File: config.mk
export PLATFORM = sky130hd
export DESIGN_NAME = reg_wb_ctrl
export DESIGN_NICKNAME = d
export VERILOG_FILES = /design/src/rtl/reg_wb_ctrl.sv
export SDC_FILE = /design/constraint.sdc
export NUM_CORES = 1
export LEC_CHECK = 0
export CAP_MARGIN = 20
export CORE_ASPECT_RATIO = 0.75
export CORE_MARGIN = 2
export CORE_UTILIZATION = 48
export CTS_BUF_LIST = sky130_fd_sc_hd__clkbuf_16
export DETAILED_ROUTE_END_ITERATION = 6
export PLACE_DENSITY_LB_ADDON = 0.12
export SYNTH_ARGS = -nofsm -noshare
export SYNTH_HDL_FRONTEND = slang
export SYNTH_SLANG_ARGS = --single-unit
File: constraint.sdc
create_clock -name clk -period 3.7 [get_ports clk]
set_clock_uncertainty 0.15 [all_clocks]
set_input_delay 0.74 -clock clk [delete_from_list [all_inputs] [get_ports clk]]
set_output_delay 0.74 -clock clk [all_outputs]
set_load 0.05 [all_outputs]
File: src/rtl/reg_wb_ctrl.sv
// rtl/reg_wb_ctrl.sv - register-file write-back arbiter with a small load-result queue
//
// Merges ALU results and load results into a single register-file write port.
// ALU results always win. A load that cannot write in the cycle it arrives waits
// in a short circular queue. A younger ALU write to the same register removes
// any queued load that targets that register.
//
// Ports:
//   clk, rst              clock, asynchronous active-high reset
//   alu_valid/wn/wd       ALU result (destination 0 is ignored)
//   ld_valid/wn/wd        load result (destination 0 is ignored)
//   ld_ready              queue has room; derived from the registered count only
//   RegWrite/WN/WD        registered register-file write port (WN/WD hold when idle)
//   q_count               registered number of queued loads
//   ld_drop               one-cycle pulse when a load arrives while ld_ready=0
module reg_wb_ctrl #(
   parameter int QDEPTH = 2
) (
   input  logic        clk,
   input  logic        rst,
   input  logic        alu_valid,
   input  logic [4:0]  alu_wn,
   input  logic [31:0] alu_wd,
   input  logic        ld_valid,
   input  logic [4:0]  ld_wn,
   input  logic [31:0] ld_wd,
   output logic        ld_ready,
   output logic        RegWrite,
   output logic [4:0]  WN,
   output logic [31:0] WD,
   output logic [2:0]  q_count,
   output logic        ld_drop
);

   localparam int PW = $clog2(QDEPTH);

   logic [QDEPTH-1:0][4:0]  q_wn, n_wn;
   logic [QDEPTH-1:0][31:0] q_wd, n_wd;
   logic [QDEPTH-1:0]       q_v, n_v;
   logic [PW-1:0]           head, head_n, slot, tail_n;
   logic [2:0]              k;
   logic                    alu_issue, pop, ld_ok, bypass, push, drop;

   assign ld_ready = (q_count < 3'(QDEPTH));

   // Next queue state. Surviving entries are re-packed behind the new head, so
   // entries killed by an ALU write never leave a hole that a later pop would
   // have to spend a cycle skipping. The tail is always head + count (mod QDEPTH).
   always_comb begin
      alu_issue = alu_valid && (alu_wn != 5'd0);
      pop       = !alu_issue && (q_count != 3'd0);
      ld_ok     = ld_valid && (ld_wn != 5'd0) && ld_ready;
      bypass    = ld_ok && !alu_issue && (q_count == 3'd0);
      push      = ld_ok && !bypass && !(alu_issue && (ld_wn == alu_wn));
      drop      = ld_valid && (ld_wn != 5'd0) && !ld_ready;
      head_n    = pop ? head + PW'(1) : head;

      n_wn   = q_wn;
      n_wd   = q_wd;
      n_v    = '0;
      k      = 3'd0;
      slot   = '0;
      tail_n = '0;

      for (int i = 0; i < QDEPTH; i++) begin
         slot = head + PW'(i);
         if (q_v[slot] && !(pop && i == 0) && !(alu_issue && q_wn[slot] == alu_wn)) begin
            tail_n       = head_n + PW'(k);
            n_wn[tail_n] = q_wn[slot];
            n_wd[tail_n] = q_wd[slot];
            n_v[tail_n]  = 1'b1;
            k            = k + 3'd1;
         end
      end

      if (push) begin
         tail_n       = head_n + PW'(k);
         n_wn[tail_n] = ld_wn;
         n_wd[tail_n] = ld_wd;
         n_v[tail_n]  = 1'b1;
         k            = k + 3'd1;
      end
   end

   always_ff @(posedge clk or posedge rst) begin
      if (rst) begin
         RegWrite <= 1'b0;
         WN       <= 5'd0;
         WD       <= 32'd0;
         q_count  <= 3'd0;
         ld_drop  <= 1'b0;
         head     <= '0;
         q_v      <= '0;
         q_wn     <= '0;
         q_wd     <= '0;
      end else begin
         RegWrite <= alu_issue || pop || bypass;
         if (alu_issue) begin
            WN <= alu_wn;
            WD <= alu_wd;
         end else if (pop) begin
            WN <= q_wn[head];
            WD <= q_wd[head];
         end else if (bypass) begin
            WN <= ld_wn;
            WD <= ld_wd;
         end
         q_count <= k;
         ld_drop <= drop;
         head    <= head_n;
         q_v     <= n_v;
         q_wn    <= n_wn;
         q_wd    <= n_wd;
      end
   end

endmodule
==> insert_results.sql <==
INSERT INTO impl_metrics (metric_group, metric, value, unit) VALUES
('outcome', 'status', 'finished, final reports clean', ''),
('worst_setup_path', 'critPathKind', 'in -> reg', ''),
('die', 'placement_rows', '37', ''),
('pwr', 'power_report.internal_total', '5.785', 'mW'),
('logic_synthesis', 'yosysWarnings', '0', ''),
('finish', 'nFillCells', '1082', ''),
('finish', 'fin_nets', '825', ''),
('pwr', 'share_clk_of_total_power', '14.9', '%'),
('worst_setup_path', 'worstPathBufferInverterCount', '4', ''),
('grt', 'grt_first_pass_wirelength', '26660', 'um'),
('clock_tree', 'numCtsBuffers', '17', ''),
('routing', 'final_antenna_net_count', '0', ''),
('logic_synthesis', 'syn_nets', '689', ''),
('timing', 'max-slew-margin-rel', '47.17', '%'),
('worst_setup_path', 'critical_path.max_stage_delay', '0.43', 'ns'),
('die', 'floorplan.initialDensity', '49.14', '%'),
('logic_synthesis', 'yosys.area.top_type', 'sky130_fd_sc_hd__dfrtp_1', ''),
('finish', 'area.growth.synth_to_final', '32.55', '%'),
('die', 'die_y', '106.6', 'um'),
('pwr', 'power.switching_fraction', '39.87', '%'),
('logic_synthesis', 'synth_edf_count', '0', ''),
('worst_setup_path', 'worstPathRequired', '3.84', 'ns'),
('worst_setup_path', 'startpoint_type', 'primary input', ''),
('logic_synthesis', 'synth.ff_latch_count', '119', ''),
('grt', 'grt_antenna_before_repair', '0', ''),
('die', 'io-pin-count', '121', ''),
('worst_setup_path', 'crit_path_top_delay_cell', 'sky130_fd_sc_hd__clkdlybuf4s50_1', ''),
('finish', 'drive_gt1_share', '29.35', '%'),
('routing', 'detailroute.via_count', '5139', ''),
('logic_synthesis', 'synth.lib_cells_used.distinct', '37', ''),
('pwr', 'combPwrFrac', '59.4', '%'),
('clock_tree', 'clockBufferDepth', '2', ''),
('worst_setup_path', 'worstPathMaxFanout', '22', ''),
('clock_tree', 'clock_pin_slew_reported_for_the_worst_setup_and_hold_paths_after_clock_tree_synthesis', '0.05', 'ns'),
('grt', 'first_global_vias', '5368', ''),
('clock_tree', 'ctsHtreeMaxLevel', '4', ''),
('finish', 'n_antenna_cell', '0', ''),
('worst_setup_path', 'worstPathCellList', 'clkdlybuf4s50_1 -> or3_4 -> o31a_2 -> buf_4 -> and2_4 -> a22oi_1 -> ha_1 -> xnor2_1 -> buf_4 -> nand2_2 -> buf_12 -> mux2_2', ''),
('clock_tree', 'clk_sink_count', '119', ''),
('placement', 'buffer_ports.inserted', '120', ''),
('pwr', 'power.leakage', '3.788', 'nW'),
('die', 'die_x', '140.8', 'um'),
('timing', 'hold_slack', '0.3730', 'ns'),
('timing', 'period_minus_slack', '3.583', 'ns'),
('logic_synthesis', 'synth_top_cells_by_count', 'sky130_fd_sc_hd__mux2_2 (142), sky130_fd_sc_hd__dfrtp_1 (119), sky130_fd_sc_hd__a21oi_1 (75), sky130_fd_sc_hd__nor2_1 (75), sky130_fd_sc_hd__mux2i_1 (44)', ''),
('logic_synthesis', 'seq_area_frac_synth', '44.22', '%'),
('routing', 'finalWirelength', '16420', 'um'),
('logic_synthesis', 'synthesis.area', '0.006734', 'mm^2'),
('timing', 'final_slew_violations', '0', ''),
('grt', 'grt_start_max_net_pins', '120', ''),
('logic_synthesis', 'postSynth.topFlopCell', 'sky130_fd_sc_hd__dfrtp_1', ''),
('timing', 'final-hold-violation-count', '0', ''),
('clock_tree', 'clock-root-buffer', 'sky130_fd_sc_hd__clkbuf_16', ''),
('clock_tree', 'cts-hold-fix-buffers', '0', ''),
('routing', 'avgRoutedWirePerCell', '17.70', 'um'),
('placement', 'dp_worst_setup_slack', '-0.3245', 'ns'),
('timing', 'timing.final.ws_setup', '0.1170', 'ns'),
('timing', 'grt_setup_unrepaired', 'false', ''),
('worst_setup_path', 'critical_path.most_common_cell', 'sky130_fd_sc_hd__buf_4', ''),
('die', 'die_area', '0.01500', 'mm^2'),
('timing', 'worst-slew-pin-transition', '0.7924', 'ns'),
('routing', 'avgViaCountPerCell', '5.538', ''),
('worst_setup_path', 'worst_ep_arrival', '3.73', 'ns'),
('pwr', 'totalPowerFinal', '9.621', 'mW'),
('pwr', 'share_seq_of_total_power', '25.7', '%'),
('hold_path', 'hold_class', 'reg -> reg', ''),
('grt', 'grt.overflow.total', '0', ''),
('routing', 'drc_errors', '0', ''),
('logic_synthesis', 'synthMostInstantiatedCell', 'sky130_fd_sc_hd__mux2_2', ''),
('logic_synthesis', 'syn_area_per_cell', '11.13', 'um^2'),
('logic_synthesis', 'synthArstFlopShare', '100.0', '%');
==> metrics by stage <==
stage               instance area (um^2)  utilization (%)
CTS                                 8882            64.82
global route                        8926            65.14
global placement                    8377            61.13
detailed placement                  8377            61.13
floorplan                           6803                -
finish                              8926            65.14
==> final timing paths <==
kind	to	from	slack, ns	cells past startpoint
worst min-delay path	WD[25]	WD[25]	0.37	2
max in group asynchronous	WD[28]	rst	2.19	3
worst max register to register	q_wd[32]	head	0.40	11
min in group asynchronous	WD[5]	rst	0.69	3
worst max-delay path	q_wd[32]	alu_wn[2]	0.12	12
worst min register to register	WD[25]	WD[25]	0.37	2
==> cells in the final DEF (no fill, tap or decap), types with 2 or more instances in the layout <==
cell                              count
sky130_fd_sc_hd__clkbuf_16           18
sky130_fd_sc_hd__nor3_1               2
sky130_fd_sc_hd__clkinv_1             6
sky130_fd_sc_hd__buf_12               5
sky130_fd_sc_hd__mux2_2             132
sky130_fd_sc_hd__xnor2_1             11
sky130_fd_sc_hd__nand2_1              5
sky130_fd_sc_hd__clkdlybuf4s50_1    120
sky130_fd_sc_hd__buf_4               35
sky130_fd_sc_hd__nor2_1              75
sky130_fd_sc_hd__a21oi_1             74
sky130_fd_sc_hd__dfrtp_1            118
sky130_fd_sc_hd__ha_1                 6
sky130_fd_sc_hd__a211oi_2             3
sky130_fd_sc_hd__mux2_1               4
sky130_fd_sc_hd__o211ai_1             2
sky130_fd_sc_hd__mux2_4              12
sky130_fd_sc_hd__o31ai_1              4
sky130_fd_sc_hd__nand2b_1             3
sky130_fd_sc_hd__mux2i_1             44
sky130_fd_sc_hd__inv_1               10
sky130_fd_sc_hd__xor2_1               7
sky130_fd_sc_hd__a211oi_1            33
==> metal layers <==
metal	vias up	global-route usage (%)	share of wire, %
li1	2461	-	-
met5	-	0	0
met4	0	6.143	1.1
met2	116	37.70	48
met3	17	7.101	5.2
met1	2545	28.80	46
==> power by group through the flow <==
stage	clock, mW	sequential (mW)	combinational [mW]
floorplan	0	3.14	3.41
global placement	0	2.42	5.50
detailed placement	0	2.49	5.65
CTS	1.46	2.47	5.69
global route	1.52	2.56	6.15
finish	1.43	2.47	5.72
==> repair_timing <==
action	CTS	global route
buffers inserted	0	2
endpoints found under the setup margin	0	10
resized for setup	0	1
hold endpoints to repair	0	0
==> layout make-up <==
class	instances	area [um^2]	area share (%)
clock buffers	17	425.4	4.766
clock inverters	14	80.08	0.8971
inverters	5	22.52	0.2523
multi-input cells	436	3600	40.33
flip-flops and latches	119	2979	33.38
well taps	175	219.0	2.453
repair buffers	162	1600	17.93
==> registers in the layout, summed over array words and instances (netlist names), 2 cells and up <==
register and count:
WN 5, q_v 2, q_count 3, WD 32, q_wd 64, q_wn 10
==> logic make-up after synthesis <==
kind of cell               synth area share, %
and+or+nand+nor                          6.410
AOI/OAI and AO/OA                        11.06
buffers and inverters                    3.567
xor gates and xnor gates                 2.341
DFF                                      44.22
muxes                                    31.29
adders and majority gates                1.115
==> worst reg2reg max path: stages, from the launching register on <==
cell and delay, ns:
sky130_fd_sc_hd__dfrtp_2 0.57, sky130_fd_sc_hd__buf_4 0.28, sky130_fd_sc_hd__mux2i_1 0.24, sky130_fd_sc_hd__xnor2_1 0.12, sky130_fd_sc_hd__nor4_4 0.31, sky130_fd_sc_hd__a22oi_1 0.17, sky130_fd_sc_hd__ha_1 0.35, sky130_fd_sc_hd__xnor2_1 0.15
sky130_fd_sc_hd__buf_4 0.14, sky130_fd_sc_hd__nand2_2 0.13, sky130_fd_sc_hd__buf_12 0.20, sky130_fd_sc_hd__mux2_2 0.37
No activity file was read; power rests on OpenSTA's default activity.
